[config.mk]
export PLATFORM = sky130hd
export DESIGN_NAME = address_decoder_flat
export DESIGN_NICKNAME = d
export VERILOG_FILES = /design/src/rtl/address_decoder_pkg.sv /design/src/rtl/address_decoder_if.sv /design/src/rtl/address_decoder_bus_timeout.sv /design/src/rtl/address_decoder.sv /design/src/flat_wrapper.sv
export SDC_FILE = /design/constraint.sdc
export NUM_CORES = 1
export LEC_CHECK = 0
export CORE_UTILIZATION = 55
export CTS_CLUSTER_SIZE = 8
export DETAILED_ROUTE_END_ITERATION = 10
export DONT_BUFFER_PORTS = 1
export GPL_ROUTABILITY_DRIVEN = 1
export PLACE_DENSITY = 0.8
export SETUP_SLACK_MARGIN = 0.5
export SLEW_MARGIN = 0
export SYNTH_ARGS = -nofsm -noshare
export SYNTH_HDL_FRONTEND = slang
export SYNTH_SLANG_ARGS = --single-unit
[constraint.sdc]
create_clock -name CPUCLK_IN -period 3 [get_ports CPUCLK_IN]
set_input_delay 0.3 -clock CPUCLK_IN [delete_from_list [all_inputs] [get_ports CPUCLK_IN]]
set_output_delay 0.3 -clock CPUCLK_IN [all_outputs]
set_load 0.01 [all_outputs]
[src/rtl/address_decoder_pkg.sv]
// Shared types and memory-map constants for the 68000 address decoder.
package address_decoder_pkg;

  typedef enum logic [1:0] {
    REG_NONE = 2'd0,
    REG_SRAM = 2'd1,
    REG_PROM = 2'd2
  } region_e;

  typedef enum logic [2:0] {
    IDLE   = 3'd0,
    DECODE = 3'd1,
    WAIT   = 3'd2,
    ACK    = 3'd3,
    FAULT  = 3'd4
  } state_e;

  localparam logic [23:0] SRAM_BASE  = 24'h000000;
  localparam logic [23:0] SRAM_LIMIT = 24'h0FFFFF;
  localparam logic [23:0] PROM_BASE  = 24'hF00000;
  localparam logic [23:0] PROM_LIMIT = 24'hFFFFFF;
  localparam logic [23:0] VEC_LIMIT  = 24'h000007;

  // Inclusive window test; the modular subtraction avoids constant-true compares at the map edges.
  function automatic logic in_range(logic [23:0] addr, logic [23:0] base, logic [23:0] limit);
    return (addr - base) <= (limit - base);
  endfunction

endpackage

[src/rtl/address_decoder_if.sv]
// CPU-side bus bundle: strobes and address in, chip selects and handshake out.
interface address_decoder_if;
  logic        AS_IN;
  logic        UDS_IN;
  logic        LDS_IN;
  logic        RW_IN;
  logic [23:0] ADDR_IN;
  logic        SRAMCS0;
  logic        SRAMCS1;
  logic        PROMCS0;
  logic        PROMCS1;
  logic        OE;
  logic        DTACK;
  logic        BERR;
  logic        OVERLAY;

  modport master (
    output AS_IN, UDS_IN, LDS_IN, RW_IN, ADDR_IN,
    input  SRAMCS0, SRAMCS1, PROMCS0, PROMCS1, OE, DTACK, BERR, OVERLAY
  );

  modport slave (
    input  AS_IN, UDS_IN, LDS_IN, RW_IN, ADDR_IN,
    output SRAMCS0, SRAMCS1, PROMCS0, PROMCS1, OE, DTACK, BERR, OVERLAY
  );
endinterface

[src/rtl/address_decoder_bus_timeout.sv]
// AS-qualified saturating 8-bit bus-cycle counter; expired_o flags the edge on which it reaches TIMEOUT.
module bus_timeout #(
  parameter int TIMEOUT = 64
) (
  input  logic clk_i,
  input  logic rst_i,
  input  logic clr_i,
  input  logic as_i,
  output logic expired_o
);

  logic [7:0] cnt_q, cnt_d;

  always_comb begin
    cnt_d = cnt_q;
    if (clr_i) begin
      cnt_d = 8'd0;
    end else if (as_i && (cnt_q != 8'hFF)) begin
      cnt_d = cnt_q + 8'd1;
    end else begin
      cnt_d = cnt_q;
    end
  end

  always_ff @(posedge clk_i) begin
    if (rst_i) begin
      cnt_q <= 8'd0;
    end else begin
      cnt_q <= cnt_d;
    end
  end

  // Looks at the next count so the FSM can raise BERR on the same edge the count hits TIMEOUT.
  assign expired_o = !clr_i && as_i && (cnt_d >= 8'(TIMEOUT));

endmodule

[src/rtl/address_decoder.sv]
// 68000 bus decoder: region decode, byte-lane selects, wait-state DTACK and BERR timeout.
// Boot overlay (PROM mirrored at 0 for the vector fetch) is built only with ADDRESS_DECODER_BOOT_OVERLAY_EN.
module address_decoder
  import address_decoder_pkg::*;
#(
  parameter int SRAM_WAIT   = 0,
  parameter int PROM_WAIT   = 2,
  parameter int TIMEOUT     = 64,
  parameter int BOOT_CYCLES = 4
) (
  input logic              CPUCLK_IN,
  input logic              RESET_IN,
  address_decoder_if.slave bus
);

  state_e     state_q, state_d;
  region_e    region_q, region_d, dec_region_s, lane_rgn_s;
  logic [7:0] wait_q, wait_d;
  logic       sram_cs0_q, sram_cs0_d, sram_cs1_q, sram_cs1_d;
  logic       prom_cs0_q, prom_cs0_d, prom_cs1_q, prom_cs1_d;
  logic       oe_q, oe_d, dtack_q, dtack_d, berr_q, berr_d;
  logic       expired_s, overlay_s;

  bus_timeout #(.TIMEOUT(TIMEOUT)) u_timeout (
    .clk_i     (CPUCLK_IN),
    .rst_i     (RESET_IN),
    .clr_i     (state_q == IDLE),
    .as_i      (bus.AS_IN),
    .expired_o (expired_s)
  );

  always_comb begin
    dec_region_s = REG_NONE;
    if (in_range(bus.ADDR_IN, PROM_BASE, PROM_LIMIT)) begin
      dec_region_s = bus.RW_IN ? REG_PROM : REG_NONE;
`ifdef ADDRESS_DECODER_BOOT_OVERLAY_EN
    end else if (in_range(bus.ADDR_IN, SRAM_BASE, SRAM_LIMIT)) begin
      dec_region_s = (overlay_s && bus.RW_IN) ? REG_PROM : REG_SRAM;
`else
    end else if (in_range(bus.ADDR_IN, SRAM_BASE, VEC_LIMIT)) begin
      dec_region_s = bus.RW_IN ? REG_PROM : REG_NONE;
    end else if (in_range(bus.ADDR_IN, SRAM_BASE, SRAM_LIMIT)) begin
      dec_region_s = REG_SRAM;
`endif
    end else begin
      dec_region_s = REG_NONE;
    end
  end

  // Lanes follow the live strobes every cycle, so RMW strobe changes land one edge later.
  always_comb begin
    state_d    = state_q;
    region_d   = region_q;
    wait_d     = wait_q;
    lane_rgn_s = REG_NONE;
    oe_d       = 1'b0;
    dtack_d    = 1'b0;
    berr_d     = 1'b0;
    case (state_q)
      IDLE: begin
        state_d = bus.AS_IN ? DECODE : IDLE;
      end
      DECODE: begin
        if (!bus.AS_IN) begin
          state_d = IDLE;
        end else if (expired_s) begin
          state_d = FAULT;
          berr_d  = 1'b1;
        end else begin
          region_d = dec_region_s;
          if (dec_region_s == REG_NONE) begin
            state_d = FAULT;
          end else begin
            lane_rgn_s = dec_region_s;
            oe_d       = bus.RW_IN;
            wait_d     = (dec_region_s == REG_SRAM) ? 8'(SRAM_WAIT) : 8'(PROM_WAIT);
            if (wait_d == 8'd0) begin
              state_d = ACK;
              dtack_d = 1'b1;
            end else begin
              state_d = WAIT;
            end
          end
        end
      end
      WAIT: begin
        if (!bus.AS_IN) begin
          state_d = IDLE;
        end else if (expired_s) begin
          state_d = FAULT;
          berr_d  = 1'b1;
        end else begin
          lane_rgn_s = region_q;
          oe_d       = oe_q;
          wait_d     = wait_q - 8'd1;
          if (wait_d == 8'd0) begin
            state_d = ACK;
            dtack_d = 1'b1;
          end else begin
            state_d = WAIT;
          end
        end
      end
      ACK: begin
        if (!bus.AS_IN) begin
          state_d = IDLE;
        end else begin
          lane_rgn_s = region_q;
          oe_d       = oe_q;
          dtack_d    = 1'b1;
        end
      end
      FAULT: begin
        if (!bus.AS_IN) begin
          state_d = IDLE;
        end else begin
          berr_d = berr_q | expired_s;
        end
      end
      default: begin
        state_d = IDLE;
      end
    endcase
    sram_cs0_d = (lane_rgn_s == REG_SRAM) && bus.UDS_IN;
    sram_cs1_d = (lane_rgn_s == REG_SRAM) && bus.LDS_IN;
    prom_cs0_d = (lane_rgn_s == REG_PROM) && bus.UDS_IN;
    prom_cs1_d = (lane_rgn_s == REG_PROM) && bus.LDS_IN;
  end

  // State and registered bus outputs.
  always_ff @(posedge CPUCLK_IN) begin
    if (RESET_IN) begin
      state_q    <= IDLE;
      region_q   <= REG_NONE;
      wait_q     <= 8'd0;
      sram_cs0_q <= 1'b0;
      sram_cs1_q <= 1'b0;
      prom_cs0_q <= 1'b0;
      prom_cs1_q <= 1'b0;
      oe_q       <= 1'b0;
      dtack_q    <= 1'b0;
      berr_q     <= 1'b0;
    end else begin
      state_q    <= state_d;
      region_q   <= region_d;
      wait_q     <= wait_d;
      sram_cs0_q <= sram_cs0_d;
      sram_cs1_q <= sram_cs1_d;
      prom_cs0_q <= prom_cs0_d;
      prom_cs1_q <= prom_cs1_d;
      oe_q       <= oe_d;
      dtack_q    <= dtack_d;
      berr_q     <= berr_d;
    end
  end

`ifdef ADDRESS_DECODER_BOOT_OVERLAY_EN
  localparam int OVL_W = $clog2(BOOT_CYCLES + 1);

  logic [OVL_W-1:0] ovl_cnt_q, ovl_cnt_d;
  logic             overlay_q, overlay_d;

  // Only completed (ACK -> IDLE) cycles advance the overlay; aborts and faults never reach ACK release.
  always_comb begin
    ovl_cnt_d = ovl_cnt_q;
    overlay_d = overlay_q;
    if (overlay_q && (state_q == ACK) && !bus.AS_IN) begin
      ovl_cnt_d = ovl_cnt_q + OVL_W'(1);
      overlay_d = (ovl_cnt_d != OVL_W'(BOOT_CYCLES));
    end else begin
      ovl_cnt_d = ovl_cnt_q;
    end
  end

  // Overlay counter; reset re-arms the overlay.
  always_ff @(posedge CPUCLK_IN) begin
    if (RESET_IN) begin
      ovl_cnt_q <= '0;
      overlay_q <= 1'b1;
    end else begin
      ovl_cnt_q <= ovl_cnt_d;
      overlay_q <= overlay_d;
    end
  end

  assign overlay_s = overlay_q;
`else
  assign overlay_s = 1'b0;
`endif

  assign bus.SRAMCS0 = sram_cs0_q;
  assign bus.SRAMCS1 = sram_cs1_q;
  assign bus.PROMCS0 = prom_cs0_q;
  assign bus.PROMCS1 = prom_cs1_q;
  assign bus.OE      = oe_q;
  assign bus.DTACK   = dtack_q;
  assign bus.BERR    = berr_q;
  assign bus.OVERLAY = overlay_s;

endmodule

[src/flat_wrapper.sv]
// flat-port wrapper written by rule: the top's interface ports become plain ports
module address_decoder_flat import address_decoder_pkg::*;
#(
  parameter int SRAM_WAIT   = 0,
  parameter int PROM_WAIT   = 2,
  parameter int TIMEOUT     = 64,
  parameter int BOOT_CYCLES = 4
)
  (CPUCLK_IN, RESET_IN, bus_AS_IN, bus_UDS_IN, bus_LDS_IN, bus_RW_IN, bus_ADDR_IN, bus_SRAMCS0, bus_SRAMCS1, bus_PROMCS0, bus_PROMCS1, bus_OE, bus_DTACK, bus_BERR, bus_OVERLAY);
  address_decoder_if bus_i ();
  input logic CPUCLK_IN;
  input logic RESET_IN;
  input wire logic [$bits(bus_i.AS_IN)-1:0] bus_AS_IN;
  input wire logic [$bits(bus_i.UDS_IN)-1:0] bus_UDS_IN;
  input wire logic [$bits(bus_i.LDS_IN)-1:0] bus_LDS_IN;
  input wire logic [$bits(bus_i.RW_IN)-1:0] bus_RW_IN;
  input wire logic [$bits(bus_i.ADDR_IN)-1:0] bus_ADDR_IN;
  output wire logic [$bits(bus_i.SRAMCS0)-1:0] bus_SRAMCS0;
  output wire logic [$bits(bus_i.SRAMCS1)-1:0] bus_SRAMCS1;
  output wire logic [$bits(bus_i.PROMCS0)-1:0] bus_PROMCS0;
  output wire logic [$bits(bus_i.PROMCS1)-1:0] bus_PROMCS1;
  output wire logic [$bits(bus_i.OE)-1:0] bus_OE;
  output wire logic [$bits(bus_i.DTACK)-1:0] bus_DTACK;
  output wire logic [$bits(bus_i.BERR)-1:0] bus_BERR;
  output wire logic [$bits(bus_i.OVERLAY)-1:0] bus_OVERLAY;
  assign bus_i.AS_IN = bus_AS_IN;
  assign bus_i.UDS_IN = bus_UDS_IN;
  assign bus_i.LDS_IN = bus_LDS_IN;
  assign bus_i.RW_IN = bus_RW_IN;
  assign bus_i.ADDR_IN = bus_ADDR_IN;
  assign bus_SRAMCS0 = bus_i.SRAMCS0;
  assign bus_SRAMCS1 = bus_i.SRAMCS1;
  assign bus_PROMCS0 = bus_i.PROMCS0;
  assign bus_PROMCS1 = bus_i.PROMCS1;
  assign bus_OE = bus_i.OE;
  assign bus_DTACK = bus_i.DTACK;
  assign bus_BERR = bus_i.BERR;
  assign bus_OVERLAY = bus_i.OVERLAY;
  address_decoder #(.SRAM_WAIT(SRAM_WAIT), .PROM_WAIT(PROM_WAIT), .TIMEOUT(TIMEOUT), .BOOT_CYCLES(BOOT_CYCLES)) u_core (.CPUCLK_IN(CPUCLK_IN), .RESET_IN(RESET_IN), .bus(bus_i));
endmodule
==> results of run 1 <==
==> final timing paths <==
| path | startpoint | endpoint | slack [ns] | cells after the start |
|---|---|---|---|---|
| min reg2reg | u_core.wait_q[1] | u_core.wait_q[1] | 0.52 | 2 |
| max | u_core.u_timeout.cnt_q[0] | u_core.wait_q[3] | 0.95 | 6 |
| min | RESET_IN | u_core.bus.BERR | 0.03 | 1 |
| max reg2reg | u_core.u_timeout.cnt_q[0] | u_core.wait_q[3] | 0.95 | 6 |
==> metal layers <==
layer | wire length, um | vias up | share of wire [%]
met1 | 1580 | 703 | 45
met3 | 182 | 4 | 5.2
li1 | - | 726 | -
met5 | 0 | - | 0
met2 | 1730 | 45 | 49
met4 | 22 | 0 | 0.63
==> metrics by stage <==
stage	total power [mW]	cell area [um^2]	instances
3_5_place_dp	0.425	1650	221
4_1_cts	0.677	1710	226
6_report	0.667	1710	226
2_1_floorplan	0.422	1630	194
5_1_grt	0.690	1710	226
3_3_place_gp	0.424	1650	221
==> layout make-up <==
cell class | count | area (um^2) | area share (%)
well taps | 31 | 38.8 | 2.27
repair buffers | 1 | 10.0 | 0.585
clock buffers | 3 | 22.5 | 1.32
inverters | 5 | 18.8 | 1.10
flip-flops and latches | 28 | 561 | 32.8
clock inverters | 1 | 30.0 | 1.76
multi-input cells | 157 | 1030 | 60.2
==> kinds of logic (layout without fill, tap and decap cells) <==
logic type | Yosys count | in the layout | share of synthesized area (%)
mux | 5 | 5 | 3.07
buf+inv | 9 | 10 | 2.53
fa+ha+maj | 3 | 3 | 2.30
simple gates | 91 | 91 | 31.4
other cells | 1 | 1 | 0.230
compound gates | 52 | 52 | 23.5
flops | 28 | 28 | 34.4
xor+xnor | 5 | 5 | 2.68
==> sequential cells by signal, indices dropped and copies added (netlist names), 2 cells and up <==
register                count
u_core.u_timeout.cnt_q      8
u_core.wait_q               8
u_core.state_q              3
u_core.region_q             2
==> worst reg2reg max path, stage by stage, from the launching register on <==
cell and delay (ns):
dfxtp_1 0.44, ha_1 0.28, and3b_1 0.26, nand4_4 0.17, a2111oi_4 0.52, a21boi_2 0.24, a31o_2 0.10
==> report_power, final <==
part           leakage, nW  switching, mW  total [mW]  internal [mW]
sequential           0.226        0.00436       0.379          0.375
clock               0.0279          0.112       0.247          0.135
combinational        0.279         0.0250      0.0407         0.0157
total                0.532          0.141       0.667          0.526
==> timing repair <==
item	CTS	global route
setup endpoints to repair	0	0
hold buffers	1	0
setup buffers	0	0
gates resized for setup	0	0
endpoints found under the hold margin	5	0
==> placed cells by master (no fill, tap or decap), types with 2 or more instances in the layout <==
master	instances
dfxtp_1	28
nand2_1	17
nor2_1	17
o21ai_0	14
nand3_1	9
nor3_1	8
a21oi_1	8
nor2b_1	7
nand4_1	6
nand2b_1	6
inv_1	5
o21a_1	5
mux2i_1	5
nor4_1	4
or3_1	4
and4_1	3
xnor2_1	3
ha_1	3
clkbuf_4	3
o31ai_1	2
a21o_1	2
nor3b_1	2
a211oi_1	2
o211ai_1	2
xor2_1	2
a32o_1	2
==> results_dict.tcl, run 1 <==
set metrics [dict create \
    outcome "complete, no violations" \
    grt_usage_pct 23.6 \
    drcViolationCount 0 \
    synth_nets 227 \
    finalSetupTns_ns 0 \
    gp_congestion 0.912 \
    hold_viol_final 0 \
    row_count 19 \
    end_kind "register" \
    setup_viol 0 \
    wl_per_cell_um 15.6 \
    synth_area_um2 1630 \
    worstSetupPathType "register to register" \
    drt-pass1-iter-count 4 \
    synth_edf_count 0 \
    nNetsFinal 229 \
    grt_pass1_vias 1432 \
    antenna_cells 0 \
    grt_use_met2_pct 41.5 \
    use_met3_pct 3.23 \
    clock_latency_ns 0.34 \
    skew_ns 0.0174 \
    h-tree-depth 1 \
    avgViaCountPerCell 6.54 \
    peakVddDrop_mv 0.308 \
    cts_buffers 3 \
    area_growth_pct 4.83 \
    seq_area_frac_synth_pct 34.4 \
    final.min_clock_period_ns 2.05 \
    pin_count 38 \
    fin_hold_ws_ns 0.0310 \
    coreArea_um2 2780 \
    yosys_warnings 0 \
    synth_flop_cell "dfxtp_1" \
    dpl_worst_slack_ns 0.998 \
    rsz0062_at_grt "false" \
    crit_family "compound AO/OA/AOI/OAI gates" \
    initial_utilization_pct 58.7 \
    cap_violations 0 \
    async_reset_ff_share_pct 0 \
    cp_slowest_cell "a2111oi_4" \
    top_usage_layer "met2" \
    grt-ovfl-total 0 \
    clockRootBuffer "clkbuf_4" \
    grt_pass1_wl_um 6160 \
    use_met1_pct 30.2 \
    synth_area_leaders "dfxtp_1 (34%), o21ai_0 (4.3%), nand2_1 (3.9%)" \
    slew_headroom_pct 63.4 \
    cts_tree "yes" \
    ys_ff_latch 28 \
    crit_buf_inv 0 \
    clkSinkCount 28 \
    grt_max_degree 17 \
    clk_path_buf_depth 2 \
    fmaxAchievable_mhz 489 \
    yosysMostFrequentCell "dfxtp_1" \
    worst_ep_arrival_time_ns 2.32 \
    die_h_um 56.5 \
    antenna_found_initial 0 \
    ys_types 51 \
    vias 1478 \
    die_w_um 56.5 \
    avgSynthCellArea_um2 8.41 \
    synth.top_cell.area_share_pct 34.4 \
    fill_cells 240 \
    synth_cells 194 \
    required_ns 3.28 \
    ys_top_cells_by_count "dfxtp_1 (28), nand2_1 (17), nor2_1 (17)" \
    ant_nets 0 \
    drt_first_iter_violations 106 \
    synth_area_leader_cell "dfxtp_1" \
    port_buffers 0 \
    path_cells "ha_1 -> and3b_1 -> nand4_4 -> a2111oi_4 -> a21boi_2 -> a31o_2" \
    slew_viol_final 0 \
    clkTransAtPathRegs_ns 0.14 \
    worst_pin_slew_ns 0.544 \
    start_kind "register" \
    routed_wl_um 3520 \
    drive_above_1_share_pct 7.69 \
    dpl.hpwl_um 2670 \
    hp-class "primary input to register" \
    finalWorstSetupSlack_ns 0.954 \
    final_core_util_pct 61.5 \
    crit_path_max_incr_delay_ns 0.52 \
    die-area_um2 3190 \
    critical_path.max_fanout 7 \
    power.leakage_nw 0.532 \
    post-route-period-util_pct 68.2 \
    powerDensity_nw_per_um2 390 \
]
Power figures use the tool's default switching activity.
==> run 2, diff against run 1 <==
--- a/config.mk
+++ b/config.mk
@@ -10,7 +10,7 @@
 export DETAILED_ROUTE_END_ITERATION = 10
 export DONT_BUFFER_PORTS = 1
 export GPL_ROUTABILITY_DRIVEN = 1
-export PLACE_DENSITY = 0.8
+export PLACE_DENSITY = 0.83
 export SETUP_SLACK_MARGIN = 0.5
 export SLEW_MARGIN = 0
 export SYNTH_ARGS = -nofsm -noshare
==> constraint.sdc (replaced) <==
create_clock -name CPUCLK_IN -period 1.7 [get_ports CPUCLK_IN]
set_input_delay 0.17 -clock CPUCLK_IN [delete_from_list [all_inputs] [get_ports CPUCLK_IN]]
set_output_delay 0.17 -clock CPUCLK_IN [all_outputs]
set_load 0.01 [all_outputs]
==> results_dict.tcl, run 2 (same netlist as run 1, synthesis figures left out) <==
set metrics [dict create \
    nNetsFinal 260 \
    drive_above_1_share_pct 30.5 \
    cts_tree "yes" \
    failed_checks "setup timing" \
    fin_hold_ws_ns 0.00129 \
    power.internal_mw 0.944 \
    routed_wl_um 4410 \
    cts_buffers 3 \
    coreArea_um2 2780 \
    area_growth_pct 30.3 \
    skew_ns 0.00736 \
    clkTransAtPathRegs_ns 0.16 \
    h-tree-depth 1 \
    wl_per_cell_um 17.2 \
    swShare_pct 22.3 \
    required_ns 1.96 \
    worstSetupPathType "register to register" \
    clk_path_buf_depth 2 \
    initial_utilization_pct 58.7 \
    p_clk_share_pct 36.7 \
    final_cell_area_um2 2130 \
    grt_max_degree 17 \
    cp_slowest_cell "dfxtp_4" \
    hp-class "primary input to register" \
    drt_first_iter_violations 51 \
    drcViolationCount 0 \
    row_count 19 \
    port_buffers 0 \
    seq_power_share_pct 54.8 \
    cap_violations 0 \
    hold_depth 3 \
    final_common_cell "dfxtp_1" \
    r2r-start "u_core.u_timeout.cnt_q[0]" \
    final_cell_mix "dfxtp_1 (21), buf_4 (20), nor2_1 (17), nand2_1 (15), o21ai_1 (8)" \
    gp_congestion 0.951 \
    die-area_um2 3190 \
    post-route-period-util_pct 104 \
    crit_path_max_incr_delay_ns 0.39 \
    crit_buf_inv 2 \
    crit_family "compound AO/OA/AOI/OAI gates" \
    finalSetupTns_ns -0.0972 \
    grt_pass1_wl_um 6960 \
    end_kind "register" \
    grt_usage_pct 27.4 \
    outcome "finished with violations" \
    powerDensity_nw_per_um2 571 \
    hold_end "u_core.wait_q[1]" \
    ant_nets 0 \
    final.min_clock_period_ns 1.77 \
    start_kind "register" \
    reg_top3 "u_core.u_timeout.cnt_q x8, u_core.wait_q x8, u_core.state_q x3" \
    rsz0062_at_grt "true" \
    path_cells "ha_4 -> nand4_1 -> buf_4 -> o21ai_4 -> a2111oi_4 -> buf_4 -> a21boi_2 -> a31o_2" \
    worst_ep_arrival_time_ns 2.03 \
    die_h_um 56.5 \
    crit_path_frequent_cell "buf_4" \
    grt-ovfl-total 0 \
    clockRootBuffer "clkbuf_4" \
    placed_area_um2 1800 \
    peakVddDrop_mv 0.530 \
    power.leakage_nw 0.724 \
    avgViaCountPerCell 6.32 \
    fmaxAchievable_mhz 565 \
    hold_viol_final 0 \
    hp-start "RESET_IN" \
    vias 1623 \
    power_mw 1.21 \
    critical_path.max_fanout 5 \
    setup_viol 5 \
    antenna_found_initial 0 \
    slew_viol_final 0 \
    rrSetupSlack_ns -0.07 \
    dpl_worst_slack_ns 0.0329 \
    power_frac_comb_pct 8.5 \
    clock_latency_ns 0.34 \
    drt-pass1-iter-count 5 \
    die_w_um 56.5 \
    dpl.hpwl_um 2890 \
    pin_count 38 \
    timing.rr.end "u_core.wait_q[3]" \
    ff2ff_path_depth 8 \
    clkSinkCount 28 \
    finalWorstSetupSlack_ns -0.0687 \
    grt_pass1_vias 1543 \
    p_sw_mw 0.271 \
    antenna_cells 0 \
]
run 2: per-layer routing:
| layer | global-route usage [%] | part of all wire [%] |
|---|---|---|
| met3 | 3.23 | 3.3 |
| met4 | 10.8 | 2.2 |
| met1 | 31.9 | 41 |
| met5 | 0 | 0 |
| met2 | 50.4 | 54 |
run 2: layout make-up:
type                       count  area (um^2)
sequential                    28          577
clock buffer                   3         22.5
inverter                       5         18.8
timing repair buffer          32          279
tap                           31         38.8
clock inverter                 1         30.0
fill                         183          656
multi-input combinational    157         1160
run 2: worst max path at each step:
stage,slack (ns),cells past startpoint,startpoint,end
floorplan,0.1,6,u_core.u_timeout.cnt_q[1],u_core.wait_q[3]
global placement,0.07,6,u_core.u_timeout.cnt_q[1],u_core.bus.PROMCS1
detailed placement,0.03,7,u_core.u_timeout.cnt_q[1],u_core.wait_q[5]
CTS,-0.007,7,u_core.u_timeout.cnt_q[1],u_core.bus.PROMCS1
global route,-0.17,7,u_core.u_timeout.cnt_q[0],u_core.wait_q[3]
finish,-0.07,8,u_core.u_timeout.cnt_q[0],u_core.wait_q[3]
run 2: timing repair:
action,CTS,global route
hold buffers,2,3
hold endpoints to repair,10,9
cloned,0,0
resized for setup,23,17
pin swaps,13,12
setup endpoints to repair,28,28
setup buffers,6,6
run 2: power groups by stage:
stage / clock [mW] / sequential (mW) / combinational, mW
3_5_place_dp: 0 / 0.680 / 0.0758
6_report: 0.446 / 0.665 / 0.103
4_1_cts: 0.441 / 0.666 / 0.0858
5_1_grt: 0.480 / 0.666 / 0.111
2_1_floorplan: 0 / 0.679 / 0.0651
3_3_place_gp: 0 / 0.680 / 0.0729
run 2: worst min-delay path, cell delays in order:
cell	delay, ns
a21oi_1	0.02
o21ai_0	0.06
mux2i_1	0.07
run 2: through the flow:
stage / util [%] / instances
6_report: 76.4 / 257
5_1_grt: 76.4 / 257
4_1_cts: 72.0 / 248
3_5_place_dp: 64.6 / 236
3_3_place_gp: 64.6 / 236
2_1_floorplan: - / 194
==> run 3, diff against run 2 <==
--- a/config.mk
+++ b/config.mk
@@ -10,6 +10,7 @@
 export DETAILED_ROUTE_END_ITERATION = 10
 export DONT_BUFFER_PORTS = 1
 export GPL_ROUTABILITY_DRIVEN = 1
+export MAX_ROUTING_LAYER = met4
 export PLACE_DENSITY = 0.83
 export SETUP_SLACK_MARGIN = 0.5
 export SLEW_MARGIN = 0
==> results_dict.tcl, run 3 (same netlist as run 1, synthesis figures left out) <==
set metrics [dict create \
    outcome "finished with violations" \
    failed_checks "setup timing" \
    drt-pass1-iter-count 4 \
    peakVddDrop_mv 0.713 \
    port_buffers 0 \
    cts_tree "yes" \
    cp_slowest_cell "dfxtp_4" \
    setup_viol 12 \
    post-route-period-util_pct 106 \
    rrSetupSlack_ns -0.09 \
    grt_pass1_vias 1623 \
    worst_ep_arrival_time_ns 2.09 \
    cts_buffers 3 \
    ff2ff_path_depth 6 \
    grt_max_degree 17 \
    slew_viol_final 0 \
    fin_hold_ws_ns 0.00673 \
    clkSinkCount 28 \
    final_cell_area_um2 2160 \
    multiInputGateArea_um2 1220 \
    vias 1625 \
    h-tree-depth 1 \
    grt_usage_pct 28.7 \
    area_growth_pct 32.4 \
    die-area_um2 3190 \
    routed_wl_um 4560 \
    drive_above_1_share_pct 34.8 \
    crit_path_max_incr_delay_ns 0.39 \
    dpl_worst_slack_ns 0.0179 \
    clock_latency_ns 0.33 \
    gp_congestion 0.944 \
    powerDensity_nw_per_um2 536 \
    cap_violations 0 \
    clockRootBuffer "clkbuf_4" \
    hp-class "primary input to register" \
    worstSetupPathType "register to register" \
    path_cells "ha_4 -> nand4_1 -> o21a_1 -> or3_4 -> a311oi_2 -> a41o_1" \
    clk_path_buf_depth 2 \
    final.min_clock_period_ns 1.79 \
    start_kind "register" \
    hold_viol_final 0 \
    row_count 19 \
    required_ns 1.99 \
    critical_path.max_fanout 3 \
    drcViolationCount 0 \
    fill_cells 186 \
    antenna_found_initial 0 \
    clkTransAtPathRegs_ns 0.15 \
    final_cell_mix "dfxtp_1 (20), buf_4 (18), nor2_1 (17), nand2_1 (15)" \
    coreArea_um2 2780 \
    reg_top3 "u_core.u_timeout.cnt_q x8, u_core.wait_q x8, u_core.state_q x3" \
    drt_first_iter_violations 79 \
    antenna_cells 0 \
    seq_area_um2 576 \
    die_h_um 56.5 \
    avgViaCountPerCell 6.37 \
    dpl.hpwl_um 2990 \
    wl_per_cell_um 17.9 \
    rsz0062_at_grt "true" \
    fmaxAchievable_mhz 557 \
    hold_depth 3 \
    grt_pass1_wl_um 7140 \
    finalSetupTns_ns -0.296 \
    die_w_um 56.5 \
    pin_count 38 \
    final_common_cell "dfxtp_1" \
    finalWorstSetupSlack_ns -0.0938 \
    placed_area_um2 1800 \
    grt-ovfl-total 0 \
    nNetsFinal 258 \
    skew_ns 0.00402 \
    power.leakage_nw 0.719 \
    end_kind "register" \
    initial_utilization_pct 58.7 \
    ant_nets 0 \
]
run 3: metrics by stage:
stage / instances / power, mW / util, %
global placement: 237 / 0.756 / 64.9
global route: 255 / 1.20 / 77.7
CTS: 248 / 1.15 / 72.2
floorplan: 194 / 0.744 / -
finish: 255 / 1.16 / 77.7
detailed placement: 237 / 0.759 / 64.9
run 3: worst max-delay path, delay by kind of cell (launching register included):
family | cells | cell delay, ns
AO/OA/AOI/OAI | 3 | 0.64
adder cells (fa/ha/maj) | 1 | 0.13
flip-flops | 1 | 0.39
AND/OR/NAND/NOR | 2 | 0.60
run 3: area by class of cell:
class | instances | share of cell area, %
flip-flops and latches | 28 | 26.6
clock buffers | 4 | 2.20
multi-input cells | 157 | 56.3
inverters | 5 | 0.869
well taps | 31 | 1.80
repair buffers | 30 | 12.2
run 3: report_power, final:
part           internal [mW]  switching, mW  total [mW]
sequential             0.659        0.00597       0.665
combinational         0.0529         0.0614       0.114
clock                  0.180          0.200       0.380
total                  0.892          0.267        1.16
run 3: final timing paths:
kind,from,to
worst max-delay path,u_core.u_timeout.cnt_q[1],u_core.state_q[2]
worst min-delay path,RESET_IN,u_core.wait_q[1]
worst max register to register,u_core.u_timeout.cnt_q[1],u_core.state_q[2]
worst min register to register,u_core.wait_q[1],u_core.wait_q[1]
run 3: per-layer routing:
metal / routed length (um) / vias to the layer above / part of all wire (%) / GRT usage, %
li1: - / 785 / - / -
met1: 1780 / 784 / 39 / 31.8
met3: 149 / 17 / 3.3 / 4.84
met4: 155 / 0 / 3.4 / 8.01
met2: 2480 / 39 / 54 / 52.6
met5: 0 / - / 0 / -
run 3: what timing repair did:
item / 4_1_cts / 5_1_grt
pin swaps: 16 / 17
setup endpoints to repair: 28 / 28
hold buffers: 4 / 1
buffers inserted: 3 / 6
endpoints found under the hold margin: 10 / 2
gates resized for setup: 30 / 23
